[src/rtl/pipelined_n_bits_subtractor_module_pkg.sv]
// Shared types and constants for the pipelined ARM-style subtractor.
// Subtract mode encoding, flag bit positions and a flag packing helper.
package pipelined_n_bits_subtractor_module_pkg;

    typedef enum logic [1:0] {
        SUB = 2'b00,
        RSB = 2'b01,
        SBC = 2'b10,
        RSC = 2'b11
    } sub_mode_t;

    localparam int unsigned NUM_FLAGS = 4;
    localparam int unsigned FLAG_N    = 3;
    localparam int unsigned FLAG_Z    = 2;
    localparam int unsigned FLAG_C    = 1;
    localparam int unsigned FLAG_V    = 0;

    function automatic logic [NUM_FLAGS-1:0] pack_flags(
        input logic n,
        input logic z,
        input logic c,
        input logic v
    );
        logic [NUM_FLAGS-1:0] f;
        f         = '0;
        f[FLAG_N] = n;
        f[FLAG_Z] = z;
        f[FLAG_C] = c;
        f[FLAG_V] = v;
        return f;
    endfunction

endpackage

[src/rtl/pipelined_n_bits_subtractor_module_if.sv]
// Valid/ready operand and result bus of the pipelined subtractor.
// The master drives operands and result-ready; the slave is the subtractor.
interface pipelined_n_bits_subtractor_module_if #(
    parameter int unsigned BITS = 32
);
    import pipelined_n_bits_subtractor_module_pkg::*;

    logic                 in_valid;
    logic                 in_ready;
    logic [BITS-1:0]      A;
    logic [BITS-1:0]      B;
    sub_mode_t            mode;
    logic                 c_in;
    logic                 out_valid;
    logic                 out_ready;
    logic [BITS-1:0]      Diff;
    logic                 Bout;
    logic [NUM_FLAGS-1:0] flags;

    modport master (
        output in_valid, A, B, mode, c_in, out_ready,
        input  in_ready, out_valid, Diff, Bout, flags
    );

    modport slave (
        input  in_valid, A, B, mode, c_in, out_ready,
        output in_ready, out_valid, Diff, Bout, flags
    );

endinterface

[src/rtl/pipelined_n_bits_subtractor_module_chunk_stage.sv]
// One pipeline stage: subtracts chunk Index with borrow-in and registers the
// partial difference, borrow-out and the operands for the stages above it.
module sub_chunk_stage
    import pipelined_n_bits_subtractor_module_pkg::*;
#(
    parameter int unsigned Bits  = 32,
    parameter int unsigned Chunk = 8,
    parameter int unsigned Index = 0
) (
    input  logic                 clk,
    input  logic                 rst,
    input  logic                 en_i,
    input  logic                 valid_i,
    input  logic [Bits-1:0]      x_i,
    input  logic [Bits-1:0]      y_i,
    input  logic [Bits-1:0]      diff_i,
    input  logic                 borrow_i,
    output logic                 valid_o,
    output logic [Bits-1:0]      x_o,
    output logic [Bits-1:0]      y_o,
    output logic [Bits-1:0]      diff_o,
    output logic                 borrow_o,
    output logic [NUM_FLAGS-1:0] flags_o
);

    localparam int unsigned Lsb = Index * Chunk;

    logic [Chunk-1:0]     x_chunk;
    logic [Chunk-1:0]     y_chunk;
    logic [Chunk:0]       chunk_res;
    logic [Bits-1:0]      diff_d;
    logic [NUM_FLAGS-1:0] flags_d;

    logic                 valid_q;
    logic [Bits-1:0]      x_q;
    logic [Bits-1:0]      y_q;
    logic [Bits-1:0]      diff_q;
    logic                 borrow_q;
    logic [NUM_FLAGS-1:0] flags_q;

    // The extra MSB of chunk_res is the borrow out of this chunk.
    always_comb begin
        x_chunk   = x_i[Lsb +: Chunk];
        y_chunk   = y_i[Lsb +: Chunk];
        chunk_res = {1'b0, x_chunk} - {1'b0, y_chunk} - {{Chunk{1'b0}}, borrow_i};
        diff_d    = diff_i;
        diff_d[Lsb +: Chunk] = chunk_res[Chunk-1:0];
        // Only meaningful in the top stage, where diff_d holds every chunk.
        flags_d   = pack_flags(diff_d[Bits-1],
                               diff_d == '0,
                               ~chunk_res[Chunk],
                               (x_i[Bits-1] != y_i[Bits-1]) &&
                               (diff_d[Bits-1] != x_i[Bits-1]));
    end

    always_ff @(posedge clk) begin
        if (rst) begin
            valid_q  <= 1'b0;
            x_q      <= '0;
            y_q      <= '0;
            diff_q   <= '0;
            borrow_q <= 1'b0;
            flags_q  <= '0;
        end else if (en_i) begin
            valid_q  <= valid_i;
            x_q      <= x_i;
            y_q      <= y_i;
            diff_q   <= diff_d;
            borrow_q <= chunk_res[Chunk];
            flags_q  <= flags_d;
        end
    end

    assign valid_o  = valid_q;
    assign x_o      = x_q;
    assign y_o      = y_q;
    assign diff_o   = diff_q;
    assign borrow_o = borrow_q;
    assign flags_o  = flags_q;

endmodule

[src/rtl/pipelined_n_bits_subtractor_module.sv]
// Pipelined N-bit ARM subtractor (SUB/RSB/SBC/RSC) with NZCV flags.
// One CHUNK-bit slice per stage, borrow registered between stages.
module pipelined_n_bits_subtractor_module
    import pipelined_n_bits_subtractor_module_pkg::*;
#(
    parameter int unsigned BITS  = 32,
    parameter int unsigned CHUNK = 8
) (
    input logic                                clk,
    input logic                                rst,
    pipelined_n_bits_subtractor_module_if.slave bus
);

    localparam int unsigned STAGES = BITS / CHUNK;

    logic            stall;
    logic            accept;
    logic            reverse;
    logic            with_carry;
    logic [BITS-1:0] x_sel;
    logic [BITS-1:0] y_sel;
    logic            borrow_sel;

    logic                 valid_s  [STAGES];
    logic [BITS-1:0]      x_s      [STAGES];
    logic [BITS-1:0]      y_s      [STAGES];
    logic [BITS-1:0]      diff_s   [STAGES];
    logic                 borrow_s [STAGES];
    logic [NUM_FLAGS-1:0] flags_s  [STAGES];

    assign stall  = valid_s[STAGES-1] && !bus.out_ready;
    assign accept = bus.in_valid && !stall;

    always_comb begin
        reverse    = bus.mode inside {RSB, RSC};
        with_carry = bus.mode inside {SBC, RSC};
        x_sel      = reverse ? bus.B : bus.A;
        y_sel      = reverse ? bus.A : bus.B;
        // ARM carry is an inverted borrow.
        borrow_sel = with_carry ? ~bus.c_in : 1'b0;
    end

    for (genvar k = 0; k < STAGES; k++) begin : g_stage
        logic            valid_in;
        logic [BITS-1:0] x_in;
        logic [BITS-1:0] y_in;
        logic [BITS-1:0] diff_in;
        logic            borrow_in;

        if (k == 0) begin : g_first
            assign valid_in  = accept;
            assign x_in      = x_sel;
            assign y_in      = y_sel;
            assign diff_in   = '0;
            assign borrow_in = borrow_sel;
        end else begin : g_next
            assign valid_in  = valid_s[k-1];
            assign x_in      = x_s[k-1];
            assign y_in      = y_s[k-1];
            assign diff_in   = diff_s[k-1];
            assign borrow_in = borrow_s[k-1];
        end

        sub_chunk_stage #(
            .Bits  (BITS),
            .Chunk (CHUNK),
            .Index (k)
        ) u_stage (
            .clk      (clk),
            .rst      (rst),
            .en_i     (!stall),
            .valid_i  (valid_in),
            .x_i      (x_in),
            .y_i      (y_in),
            .diff_i   (diff_in),
            .borrow_i (borrow_in),
            .valid_o  (valid_s[k]),
            .x_o      (x_s[k]),
            .y_o      (y_s[k]),
            .diff_o   (diff_s[k]),
            .borrow_o (borrow_s[k]),
            .flags_o  (flags_s[k])
        );
    end

    assign bus.in_ready  = !stall;
    assign bus.out_valid = valid_s[STAGES-1];
    assign bus.Diff      = diff_s[STAGES-1];
    assign bus.Bout      = borrow_s[STAGES-1];
    assign bus.flags     = flags_s[STAGES-1];

    // Operands past the top stage and flags of lower stages have no consumer.
    logic unused_sigs;
    always_comb begin
        unused_sigs = ^{x_s[STAGES-1], y_s[STAGES-1]};
        for (int k = 0; k < int'(STAGES) - 1; k++) begin
            unused_sigs = unused_sigs ^ (^flags_s[k]);
        end
    end

endmodule

[src/flat_wrapper.sv]
// flat-port wrapper written by rule: the top's interface ports become plain ports
module pipelined_n_bits_subtractor_module_flat import pipelined_n_bits_subtractor_module_pkg::*;
#(
    parameter int unsigned BITS  = 32,
    parameter int unsigned CHUNK = 8
)
  (clk, rst, bus_in_valid, bus_A, bus_B, bus_mode, bus_c_in, bus_out_ready, bus_in_ready, bus_out_valid, bus_Diff, bus_Bout, bus_flags);
  pipelined_n_bits_subtractor_module_if #(.BITS(BITS)) bus_i ();
  input logic clk;
  input logic rst;
  input wire logic [$bits(bus_i.in_valid)-1:0] bus_in_valid;
  input wire logic [$bits(bus_i.A)-1:0] bus_A;
  input wire logic [$bits(bus_i.B)-1:0] bus_B;
  input wire logic [$bits(bus_i.mode)-1:0] bus_mode;
  input wire logic [$bits(bus_i.c_in)-1:0] bus_c_in;
  input wire logic [$bits(bus_i.out_ready)-1:0] bus_out_ready;
  output wire logic [$bits(bus_i.in_ready)-1:0] bus_in_ready;
  output wire logic [$bits(bus_i.out_valid)-1:0] bus_out_valid;
  output wire logic [$bits(bus_i.Diff)-1:0] bus_Diff;
  output wire logic [$bits(bus_i.Bout)-1:0] bus_Bout;
  output wire logic [$bits(bus_i.flags)-1:0] bus_flags;
  assign bus_i.in_valid = bus_in_valid;
  assign bus_i.A = bus_A;
  assign bus_i.B = bus_B;
  assign bus_i.mode = bus_mode;
  assign bus_i.c_in = bus_c_in;
  assign bus_i.out_ready = bus_out_ready;
  assign bus_in_ready = bus_i.in_ready;
  assign bus_out_valid = bus_i.out_valid;
  assign bus_Diff = bus_i.Diff;
  assign bus_Bout = bus_i.Bout;
  assign bus_flags = bus_i.flags;
  pipelined_n_bits_subtractor_module #(.BITS(BITS), .CHUNK(CHUNK)) u_core (.clk(clk), .rst(rst), .bus(bus_i));
endmodule
[config.mk]
export PLATFORM = sky130hd
export DESIGN_NAME = pipelined_n_bits_subtractor_module_flat
export DESIGN_NICKNAME = d
export VERILOG_FILES = /design/src/rtl/pipelined_n_bits_subtractor_module_pkg.sv /design/src/rtl/pipelined_n_bits_subtractor_module_if.sv /design/src/rtl/pipelined_n_bits_subtractor_module_chunk_stage.sv /design/src/rtl/pipelined_n_bits_subtractor_module.sv /design/src/flat_wrapper.sv
export SDC_FILE = /design/constraint.sdc
export NUM_CORES = 1
export LEC_CHECK = 0
export ABC_AREA = 1
export CORE_UTILIZATION = 51
export CTS_BUF_LIST = sky130_fd_sc_hd__clkbuf_16
export DETAILED_ROUTE_END_ITERATION = 6
export PLACE_DENSITY = 0.77
export SYNTH_ARGS = -nofsm -noshare
export SYNTH_HDL_FRONTEND = slang
export SYNTH_SLANG_ARGS = --single-unit
export TNS_END_PERCENT = 1
[constraint.sdc]
create_clock -name clk -period 2.5 [get_ports clk]
set_clock_uncertainty 0.05 [all_clocks]
set_input_delay 0.25 -clock clk [delete_from_list [all_inputs] [get_ports clk]]
set_output_delay 0.25 -clock clk [all_outputs]
set_load 0.05 [all_outputs]
==> flow_metrics.py <==
metrics = {
    "status": {
        "status": "complete, no violations",
    },
    "sta": {
        "whs_ns": 0.372,
        "final-max-slew-violation-count": 0,
        "worst_slew_pin_slew_ns": 0.771,
        "max-slew-margin-rel": 0.486,
        "final.min_clock_period_ns": 2.31,
        "clock.fmax_ghz": 0.433,
        "period_share": 0.923,
        "setup_viol": 0,
        "rsz0062_at_grt": "no",
        "hold_violations": 0,
    },
    "worst_setup_path": {
        "ff2ff_setup_slack_ns": 0.19,
        "cp.required_ns": 2.80,
        "worstSetupStartpointType": "register",
        "crit_start": "u_core.g_stage[2].u_stage.y_o[24]$_SDFFE_PP0N_",
        "crit_fanout": 2,
        "reg2reg_depth": 10,
        "cp.arrival_ns": 2.61,
        "r2r-end": "u_core.g_stage[3].u_stage.flags_o[2]$_SDFFE_PP0N_",
        "critPathKind": "reg -> reg",
        "endpoint_kind": "register",
        "timing.rr.start": "u_core.g_stage[2].u_stage.y_o[24]$_SDFFE_PP0N_",
        "crit_end": "u_core.g_stage[3].u_stage.flags_o[2]$_SDFFE_PP0N_",
    },
    "power": {
        "peakVddDrop_mv": 0.572,
        "clkPwrFrac": 0.343,
        "power.share.switching": 0.305,
        "p_int_mw": 5.74,
        "comb_power_share": 0.238,
        "p_sw_mw": 2.52,
        "p_seq_frac": 0.419,
        "leakage_nw": 5.24,
        "p_total_mw": 8.25,
        "pwr_density_cell_mw_per_mm2": 757,
    },
    "hold_path": {
        "hp-class": "in -> reg",
        "hold_path_depth": 3,
    },
    "clock_network": {
        "ctsHoldBuffers": 0,
        "cts_root_buffer": "clkbuf_16",
        "cts.sinks": 187,
        "clk_pin_slew_worst_paths_ns": 0.07,
        "cts_setup_buffers": 0,
        "cts_resized": 0,
        "cts_tree": "yes",
        "cts_max_path_buffers": 2,
        "cts_made_buffers": 17,
        "h-tree-depth": 4,
        "clk_latency_ns": 0.43,
    },
    "synth": {
        "synth_commonest_cells": "nand2_1 (218), nor2_1 (190), o21ai_0 (190), dfxtp_1 (187), inv_1 (147)",
        "synth_nets": 1382,
        "synth_edf_count": 0,
        "ys_warn_count": 0,
        "yosysMostFrequentCell": "nand2_1",
        "synthDistinctLibCells": 37,
        "synth_top_area_share": 0.413,
        "synthTopCellsByArea": "dfxtp_1 (41%), o21ai_0 (10%), nand2_1 (9.0%), nor2_1 (7.9%), ha_1 (6.6%)",
        "ys_ff_latch": 187,
        "yosysTopAreaCell": "dfxtp_1",
        "ys.flop_type": "dfxtp_1",
        "syn_area_per_cell_sq_um": 7.22,
        "async_flop_share": 0,
        "synthesis.area_sq_mm": 0.00906,
        "seq_area_frac_synth": 0.413,
        "syn_inst": 1255,
    },
    "placed_design": {
        "dp_hpwl_microns": 13400,
        "gp_congestion": 0.849,
        "io_buffers": 109,
    },
    "die": {
        "start_util": 0.524,
        "die_x_microns": 135,
        "core_sq_mm": 0.0173,
        "die_area_sq_mm": 0.0183,
        "num_rows": 48,
        "ioPinCount": 110,
        "die_h_microns": 135,
    },
    "drt": {
        "vias": 8000,
        "routed_wl_microns": 19300,
        "firstDrtPassIters": 5,
        "vias_per_cell": 5.11,
        "post_drt_wl_per_cell_microns": 12.3,
        "drc": 0,
        "drtAntennaViolNets": 0,
        "first_iter_violations": 602,
    },
    "grt": {
        "track_usage": 0.223,
        "antenna_found_initial": 0,
        "grt_pass1_wl_microns": 33100,
        "grt_max_degree": 111,
        "grt_pass1_vias": 7261,
        "grt-ovfl-total": 0,
    },
    "final_layout": {
        "fin_util": 0.630,
        "final_nets": 1455,
        "antenna_cells": 0,
        "drive_gt1_frac": 0.0492,
        "area_growth_pct": 20.3,
    },
    "job": {
        "cap_violations": 0,
    },
}
## power groups by stage
stage               logic [mW]  clock network (mW)  registers, mW
finish                    1.96                2.83           3.46
global route              2.22                3.00           3.49
CTS                       1.98                2.87           3.46
detailed placement        1.96                   0           3.52
global placement          1.92                   0           3.52
floorplan                 1.15                   0           3.73
## worst min-delay path by stage
| stage | startpoint | end | slack (ns) |
|---|---|---|---|
| after floorplan | rst | u_core.g_stage[3].u_stage.borrow_o$_SDFFE_PP0N_ | 0.27 |
| after global placement | u_core.g_stage[2].u_stage.x_o[30]$_SDFFE_PP0N_ | u_core.g_stage[2].u_stage.x_o[30]$_SDFFE_PP0N_ | 0.40 |
| after detailed placement | u_core.g_stage[3].u_stage.borrow_o$_SDFFE_PP0N_ | u_core.g_stage[3].u_stage.borrow_o$_SDFFE_PP0N_ | 0.41 |
| after CTS | bus_B[14] | u_core.g_stage[0].u_stage.x_o[14]$_SDFFE_PP0N_ | 0.36 |
| after global routing | bus_A[24] | u_core.g_stage[0].u_stage.y_o[24]$_SDFFE_PP0N_ | 0.38 |
| final | bus_B[14] | u_core.g_stage[0].u_stage.x_o[14]$_SDFFE_PP0N_ | 0.37 |
## state kept, by name, indices dropped and copies added (netlist names)
register,flops
u_core.g_stage.u_stage.borrow_o,4
u_core.g_stage.u_stage.diff_o,80
u_core.g_stage.u_stage.flags_o,3
u_core.g_stage.u_stage.valid_o,4
u_core.g_stage.u_stage.x_o,48
u_core.g_stage.u_stage.y_o,48
## routing by layer
metal  share of wire  global-route usage
met5               0                   0
met2            0.47               0.369
met4          0.0077              0.0574
met1            0.48               0.296
met3           0.048              0.0445
## per-stage QoR
step | cell area [sq um] | setup TNS, ns | worst slack [ns] | cells
6_report | 10900 | 0 | 0.193 | 1566
5_1_grt | 10900 | 0 | 0.0154 | 1566
4_1_cts | 10900 | 0 | 0.201 | 1566
3_5_place_dp | 10300 | -0.467 | -0.193 | 1534
3_3_place_gp | 10300 | -0.319 | -0.142 | 1534
2_1_floorplan | 9060 | 0 | 0.0877 | 1255
## layout by cell type, fill, tap and decap left out, types with 4 or more instances in the layout
master / synthesis / routed
nand4_1: 5 / 5
nand2_1: 218 / 218
xor2_1: 6 / 6
nor3_1: 4 / 4
buf_12: 0 / 4
o21bai_1: 9 / 9
fa_1: 8 / 8
or2_2: 7 / 7
nand3b_1: 4 / 4
o211ai_1: 5 / 5
clkdlybuf4s50_1: 0 / 107
buf_4: 1 / 15
bufinv_16: 0 / 4
dfxtp_1: 187 / 187
inv_1: 147 / 146
a31oi_1: 49 / 49
ha_1: 48 / 48
clkbuf_16: 0 / 17
xnor2_1: 7 / 7
nor2_1: 190 / 190
a21oi_1: 46 / 46
nand3_1: 37 / 37
o21ai_0: 190 / 190
## critical path, cell delays in order, from the launching register on
cell,delay (ns)
dfxtp_1,0.31
inv_1,0.06
fa_1,0.45
fa_1,0.48
xnor2_1,0.30
nand3_1,0.11
nor2_1,0.10
nand2_1,0.08
nor2_1,0.09
nand4_1,0.08
a21oi_1,0.12
## cell type report
class	instances	area, sq um
clock buffer	17	425
tap	225	282
inverter	148	562
fill	1577	6390
multi-input combinational	847	4430
timing repair buffer	127	1270
sequential	187	3740
clock inverter	15	195
## logic make-up (layout without fill, tap and decap cells)
group	count (synthesis)	count (layout)	share of synthesized area
simple gates	472	472	0.210
compound gates	306	306	0.182
buf+inv	221	307	0.0986
flops	187	187	0.413
fa+ha+maj	56	56	0.0839
xor+xnor	13	13	0.0126
(Power assumes the default switching activity.)
